--- src/rtl/param_frame_tx_pkg.sv ---
// Shared definitions for the frequency-sweep parameter link (TX framer and RX rebuild FSM).
// Holds frame tags, frame length, state encoding and the byte-position mux.
package param_frame_tx_pkg;

  localparam logic [7:0] TAG_MAX   = 8'h01;
  localparam logic [7:0] TAG_MIN   = 8'h02;
  localparam logic [7:0] TAG_STEP  = 8'h03;
  localparam int         FRAME_LEN = 12;

  typedef enum logic [1:0] {
    IDLE = 2'd0,
    SEND = 2'd1,
    GAP  = 2'd2
  } frame_state_t;

  // Byte at position idx of a frame: tag followed by the value MSB first.
  function automatic logic [7:0] frame_byte(
    input logic [3:0]  idx,
    input logic [23:0] max_word,
    input logic [23:0] min_word,
    input logic [23:0] step_word
  );
    logic [7:0] b;
    case (idx)
      4'd0:    b = TAG_MAX;
      4'd1:    b = max_word[23:16];
      4'd2:    b = max_word[15:8];
      4'd3:    b = max_word[7:0];
      4'd4:    b = TAG_MIN;
      4'd5:    b = min_word[23:16];
      4'd6:    b = min_word[15:8];
      4'd7:    b = min_word[7:0];
      4'd8:    b = TAG_STEP;
      4'd9:    b = step_word[23:16];
      4'd10:   b = step_word[15:8];
      4'd11:   b = step_word[7:0];
      default: b = 8'h00;
    endcase
    return b;
  endfunction

endpackage

--- src/rtl/param_frame_tx.sv ---
// Transmit-side framer: snapshots max/min/step on start and feeds a 12-byte
// tagged frame to an external byte-wide UART TX with an inter-byte gap and done timeout.
module param_frame_tx
  import param_frame_tx_pkg::*;
#(
  parameter int unsigned GAP_CYCLES   = 2,
  parameter int unsigned DONE_TIMEOUT = 2000000
) (
  input  logic        clk,
  input  logic        RSTn,
  input  logic        start,
  input  logic [23:0] fre_max,
  input  logic [23:0] fre_min,
  input  logic [23:0] fre_step,
  input  logic        TX_Done_Sig,
  output logic        TX_En_Sig,
  output logic [7:0]  TX_Data,
  output logic        busy,
  output logic        done,
  output logic        err
);

  localparam logic [3:0]  LAST_IDX   = 4'(FRAME_LEN - 1);
  localparam logic [7:0]  GAP_LOAD   = 8'(GAP_CYCLES - 1);
  localparam logic [31:0] TO_LAST    = 32'(DONE_TIMEOUT - 1);
  localparam logic        TO_ENABLED = (DONE_TIMEOUT != 0);

  frame_state_t state;
  logic [3:0]   idx;
  logic [23:0]  snap_max;
  logic [23:0]  snap_min;
  logic [23:0]  snap_step;
  logic [7:0]   gap_cnt;
  logic [31:0]  to_cnt;
  logic         timeout_hit;

  // to_cnt equals the number of SEND cycles already elapsed, so the abort is
  // decided one cycle before the registered err becomes visible.
  assign timeout_hit = TO_ENABLED && (to_cnt == TO_LAST);

  always_ff @(posedge clk or negedge RSTn) begin
    if (!RSTn) begin
      state     <= IDLE;
      idx       <= 4'd0;
      snap_max  <= 24'd0;
      snap_min  <= 24'd0;
      snap_step <= 24'd0;
      gap_cnt   <= 8'd0;
      to_cnt    <= 32'd0;
      TX_En_Sig <= 1'b0;
      TX_Data   <= 8'h00;
      busy      <= 1'b0;
      done      <= 1'b0;
      err       <= 1'b0;
    end else begin
      done <= 1'b0;
      err  <= 1'b0;
      case (state)
        IDLE: begin
          if (start) begin
            snap_max  <= fre_max;
            snap_min  <= fre_min;
            snap_step <= fre_step;
            idx       <= 4'd0;
            to_cnt    <= 32'd0;
            TX_En_Sig <= 1'b1;
            TX_Data   <= TAG_MAX;
            busy      <= 1'b1;
            state     <= SEND;
          end
        end
        SEND: begin
          // A completion in the same cycle as the timeout still counts as success.
          if (TX_Done_Sig) begin
            TX_En_Sig <= 1'b0;
            if (idx == LAST_IDX) begin
              done  <= 1'b1;
              busy  <= 1'b0;
              state <= IDLE;
            end else begin
              idx     <= idx + 4'd1;
              gap_cnt <= GAP_LOAD;
              state   <= GAP;
            end
          end else if (timeout_hit) begin
            TX_En_Sig <= 1'b0;
            err       <= 1'b1;
            busy      <= 1'b0;
            state     <= IDLE;
          end else begin
            to_cnt <= to_cnt + 32'd1;
          end
        end
        GAP: begin
          if (gap_cnt == 8'd0) begin
            TX_En_Sig <= 1'b1;
            TX_Data   <= frame_byte(idx, snap_max, snap_min, snap_step);
            to_cnt    <= 32'd0;
            state     <= SEND;
          end else begin
            gap_cnt <= gap_cnt - 8'd1;
          end
        end
        default: state <= IDLE;
      endcase
    end
  end

endmodule
--- config.mk ---
export PLATFORM = sky130hd
export DESIGN_NAME = param_frame_tx
export DESIGN_NICKNAME = d
export VERILOG_FILES = /design/src/rtl/param_frame_tx_pkg.sv /design/src/rtl/param_frame_tx.sv
export SDC_FILE = /design/constraint.sdc
export NUM_CORES = 1
export LEC_CHECK = 0
export ABC_AREA = 0
export CORE_ASPECT_RATIO = 2
export CORE_MARGIN = 2
export CORE_UTILIZATION = 40
export CTS_CLUSTER_DIAMETER = 30
export DETAILED_ROUTE_END_ITERATION = 6
export DONT_BUFFER_PORTS = 1
export PLACE_DENSITY = 0.57
export SKIP_CTS_REPAIR_TIMING = 1
export SYNTH_ARGS = -nofsm -noshare
export SYNTH_HDL_FRONTEND = slang
export SYNTH_SLANG_ARGS = --single-unit
--- constraint.sdc ---
create_clock -name clk -period 6.45 [get_ports clk]
set_clock_uncertainty 0.05 [all_clocks]
set_input_delay 1.29 -clock clk [delete_from_list [all_inputs] [get_ports clk]]
set_output_delay 1.29 -clock clk [all_outputs]
set_load 0.1 [all_outputs]
After elaboration in Yosys (flattened, before gate mapping)

Cells that the tools add are included.

Memories: 0
Bits in latches: 0
Bits in writable memories: 0
Input bits: 76
Output and inout bits: 12
Word-level logic and storage cells: 90
Memory bits (read-only): 0
Register bits: 130

Reduce and logical (&&, ||, !) cells: 15
$lt $le $gt $ge: 0
Bitwise operators: 0
Divide/modulo/power cells: 0
Shifts and indexed selects: 0
$mul: 0
Equal/unequal tests: 23
$add $sub $neg: 3
Multiplexer cells: 37

Operator list:

| kind                                                               | number |
|---|---|
| 32-bit two-way mux                                                 | 4 |
| 32-bit case mux with 3 select lines                                | 1 |
| 8-bit case mux with 12 select lines                                | 1 |
| 8-bit two-way mux                                                  | 5 |
| 32-bit by 1-bit adder with 32-bit output, second input constant    | 1 |
| 32-bit by 21-bit == test with 1-bit output, second input constant  | 1 |
| 8-bit case mux with 2 select lines                                 | 2 |
| 4-bit by 3-bit == test with 1-bit output, second input constant    | 4 |
| 4-bit == test, second input constant                               | 4 |
| 4-bit AND reduction                                                | 4 |
| 2-bit != test, second input constant                               | 7 |
| 1-bit two-way mux                                                  | 12 |
| 4-bit two-way mux                                                  | 3 |
| 2-bit two-way mux                                                  | 5 |
| 4-bit by 2-bit == test with 1-bit output, second input constant    | 2 |
| 8-bit logical NOT                                                  | 1 |
| 4-bit case mux with 2 select lines                                 | 1 |
| 8-bit by 1-bit subtractor with 8-bit output, second input constant | 1 |
| 3-bit != test, second input constant                               | 2 |
| 2-bit case mux with 3 select lines                                 | 1 |
| 3-bit AND reduction                                                | 2 |
| 2-bit nonzero test                                                 | 3 |
| 5-bit AND reduction                                                | 1 |
| 4-bit by 1-bit adder with 4-bit output, second input constant      | 1 |
| other kinds (9)                                                    | 9 |

Depth between registers and ports, before layout

Depth in word-level cells: 4
Mapped depth: 8

Least setup slack after synthesis

Ideal clock, no wire load.

Kind: input port to flip-flop
From: input port start
To: register snap_max[0]
Path buffers: 2
Stages on the path: 5
Setup slack: 3.809 ns
Data required time: 6.275 ns
Arrival time: 2.466 ns
Path through: nand2b_1 nor2_1 clkbuf_1 buf_2 mux2_2

Longest elaborated chain between the ends: 1

RTL lines:

| item                          | line                 | text |
|---|---|---|
| start: declaration            | param_frame_tx.sv:11 | `input logic start,` |
| 2-bit AND reduction (no line) | --                   |  |
| end signal: assignment        | param_frame_tx.sv:61 | `snap_max <= fre_max;` |
| end: declaration              | param_frame_tx.sv:30 | `logic [23:0] snap_max;` |

Every way passes these cells.
A chain may end at the register's enable or synchronous reset.

Worst setup path after layout

From: input port start
To: register snap_step[7]

Longest elaborated chain between the ends: 1

RTL lines:

| item                          | line                 | text |
|---|---|---|
| 2-bit AND reduction (no line) | --                   |  |
| end signal: assignment        | param_frame_tx.sv:63 | `snap_step <= fre_step;` |
| end: declaration              | param_frame_tx.sv:32 | `logic [23:0] snap_step;` |

Every way passes these cells.

==> impl_metrics.csv <==
group,metric,value,unit
run_status,status,"finished, final reports clean",
pwr,clkPwrFrac,0.292,
sta,tns,0,ns
setup_path,worstPathRequired,6.69,ns
cells_and_area,final_nets,664,
pwr,ir_worst_vdd,315,uV
global_route,grt_pass1_wl,26.1,mm
cells_and_area,area_growth,11.8,%
sta,rsz0062_at_grt,"no",
sta,fin_crit_sh,0.455,
pwr,total_power,3380,uW
global_route,first_global_vias,4920,
placement,dpl.hpwl,11.1,mm
sta,worst_pin_slew,1.08,ns
floorplanning,io-pin-count,88,
placement,gp_congestion,0.809,
setup_path,path_cells,"nand2b_1 -> nor2_4 -> buf_4 -> mux2_2",
global_route,grt_max_degree,131,
cts,cts.htree.levels,4,
sta,period_needed,2.93,ns
sta,report.final.slew_viol_count,0,
setup_path,slowest_stage,"nor2_4",
run,maxCapViolations,0,
sta,hold_ws,0.420,ns
setup_path,critPathCaptureType,"register",
sta,relSlewSlack,0.278,
floorplanning,dieArea,0.0173,mm2
route,drt_iter0_drc,166,
yosys,synth_seq_area_share,0.501,
yosys,synth_area,0.00649,mm2
sta,hold_violations,0,
pwr,p_seq_frac,0.415,
global_route,grt-ovfl-total,0,
cells_and_area,instances_no_fill,795,
cells_and_area,drive_above_1_share,0.231,
setup_path,critical_path.startpoint_type,"primary input",
yosys,ys_warn_count,0,
floorplanning,rows,65,
route,drcViolationCount,0,
pwr,power.internal,2220,uW
setup_path,max_stage_delay,0.73,ns
yosys,synth_cell_types,60,
setup_path,worst-endpoint-arrival,3.17,ns
yosys,synthFlopType,"dfrtp_1",
sta,finalSetupViolations,0,
route,drtPass1Iterations,5,
hold_path,min_from,"to_cnt[31]",
yosys,syn_area_per_cell,10.9,um2
hold_path,hold_path_class,"register to register",
route,ant_nets,0,
floorplanning,fp.coreArea,0.0159,mm2
setup_path,criticalPathCategory,"primary input to register",
yosys,synth_seq_cells,130,
floorplanning,fp.dieH,184,um
setup_path,crit_fanout,43,
cts,clock-sinks,130,
cts,cts.clk_slew.worst_paths,0.06,ns
floorplanning,die-width,94.1,um
global_route,track_usage,0.197,
cts,cts_buffer_depth,2,
cts,cts_made_buffers,17,
yosys,synth_edf_count,0,
placement,port_buffers,0,
route,num_vias,4778,
pwr,combPwrFrac,0.292,
pwr,p_per_area,465,mW/mm2
cells_and_area,num-fill-cells,1515,
yosys,synth_cells,594,
pwr,leakage,0.00287,uW
pwr,p_sw,1160,uW
route,wl,16.4,mm
pwr,sw_frac_of_total,0.344,
floorplanning,initial_core_util,0.410,
placement,place_inst,763,
setup_path,r2r-start,"idx[2]",
cts,clock_latency,0.41,ns
route,via_per_inst,6.01,
setup_path,worstSetupStartpoint,"start",
sta,fmax,0.341,GHz
cts,cts_tree,"yes",
yosys,async_flop_share,1.00,
route,routedWlPerCell,20.6,um
cts,cts_root_buffer,"clkbuf_16",
global_route,antenna_found_initial,1,
yosys,synth_nets,677,
[final cells by class]
type | count | area [um2] | share of cell area
repair buffers | 10 | 75.1 | 0.0103
multi-input cells | 397 | 2980 | 0.411
diodes | 1 | 2.50 | 0.000345
flip-flops and latches | 130 | 3250 | 0.448
well taps | 201 | 251 | 0.0346
clock inverters | 13 | 163 | 0.0224
clock buffers | 18 | 439 | 0.0605
inverters | 25 | 93.8 | 0.0129
[sequential cells by signal (all words and copies together), names as in the netlist]
name,flops
snap_step,24
TX_En_Sig,1
gap_cnt,8
snap_min,24
to_cnt,32
err,1
TX_Data,8
busy,1
snap_max,24
done,1
idx,4
state,2
[path summary, 6_finish.rpt]
| path | to | slack, ns | cells past startpoint |
|---|---|---|---|
| max reg2reg | gap_cnt[6] | 3.70 | 7 |
| max | snap_step[7] | 3.52 | 4 |
| min reg2reg | to_cnt[31] | 0.42 | 1 |
| min in group asynchronous | to_cnt[10] | 0.52 | 0 |
| max in group asynchronous | done | 5.56 | 0 |
| min | to_cnt[31] | 0.42 | 1 |
[placed cells by master, fill, tap and decap left out, types with 7 or more instances in the layout]
cell type  synthesis  routed
nand4_1           11      11
a21oi_1           14      14
nand2_1           36      36
nor2_1            23      21
a31oi_1           21      21
mux2i_1            8       8
ha_1               7       7
a32oi_1           12      12
a22oi_1           11      11
o31a_1             8       8
nor4_1             8       8
buf_4              0      10
dfrtp_1          130     130
clkbuf_16          0      17
o21ai_0           18      18
inv_1             25      25
nand3_1           39      39
mux2_2            80      80
[worst max-delay path: cells and delay by family]
kind | cells | cell delay [ns]
simple gates | 2 | 0.85
buf+inv | 1 | 0.59
mux | 1 | 0.41
[power by group through the flow]
stage	clock, uW	sequential, uW	combinational, uW
after floorplan	0	1350	826
final	987	1400	986
after global routing	1050	1440	1080
after detailed placement	0	1420	991
after global placement	0	1400	958
after CTS	1010	1400	995
[cells by family after synthesis]
logic type | share of synthesized area
and+or+nand+nor | 0.123
AOI/OAI and AO/OA | 0.161
DFF | 0.501
muxes | 0.153
buffers and inverters | 0.0430
adders and majority gates | 0.0135
xor gates and xnor gates | 0.00539
[per-stage QoR]
step                instance area (um2)   util  setup WS, ns
floorplan                          6490      -          3.81
global placement                   6660  0.420          3.14
detailed placement                 6660  0.420          3.09
CTS                                7260  0.458          3.52
global route                       7260  0.458          3.41
finish                             7260  0.458          3.52
[layer usage]
| layer | GRT usage | share of wire | vias up | wire [um] |
|---|---|---|---|---|
| li1 | - | - | 2204 | - |
| met1 | 0.221 | 0.37 | 2378 | 6120 |
| met2 | 0.335 | 0.53 | 159 | 8730 |
| met3 | 0.0527 | 0.059 | 37 | 968 |
| met4 | 0.109 | 0.033 | 0 | 537 |
| met5 | 0 | 0 | - | 0 |
[synth_stat cells (4+ instances only)]
| cell | instances | area [um2] |
|---|---|---|
| a21oi_1 | 14 | 70.1 |
| dfrtp_1 | 130 | 3250 |
| a41oi_1 | 6 | 52.6 |
| nand4_1 | 11 | 68.8 |
| and2_1 | 4 | 25.0 |
| nor2b_1 | 5 | 31.3 |
| nor2_1 | 23 | 86.3 |
| a22o_1 | 6 | 52.6 |
| buf_1 | 7 | 26.3 |
| nor4_1 | 8 | 50.1 |
| mux2_2 | 80 | 901 |
| a32oi_1 | 12 | 105 |
| nor3_1 | 8 | 40.0 |
| a222oi_1 | 4 | 40.0 |
| o31a_1 | 8 | 70.1 |
| nand3_1 | 39 | 195 |
| nand2_1 | 36 | 135 |
| buf_2 | 10 | 50.1 |
| o21ai_0 | 18 | 90.1 |
| and3_1 | 4 | 25.0 |
| mux2i_1 | 8 | 80.1 |
| a22oi_1 | 11 | 82.6 |
| o22ai_1 | 6 | 37.5 |
| clkbuf_1 | 23 | 86.3 |
| a31oi_1 | 21 | 131 |
| nand2b_1 | 5 | 31.3 |
| inv_1 | 25 | 93.8 |
| ha_1 | 7 | 87.6 |
| o211ai_1 | 6 | 45.0 |
(Power assumes the default switching activity.)
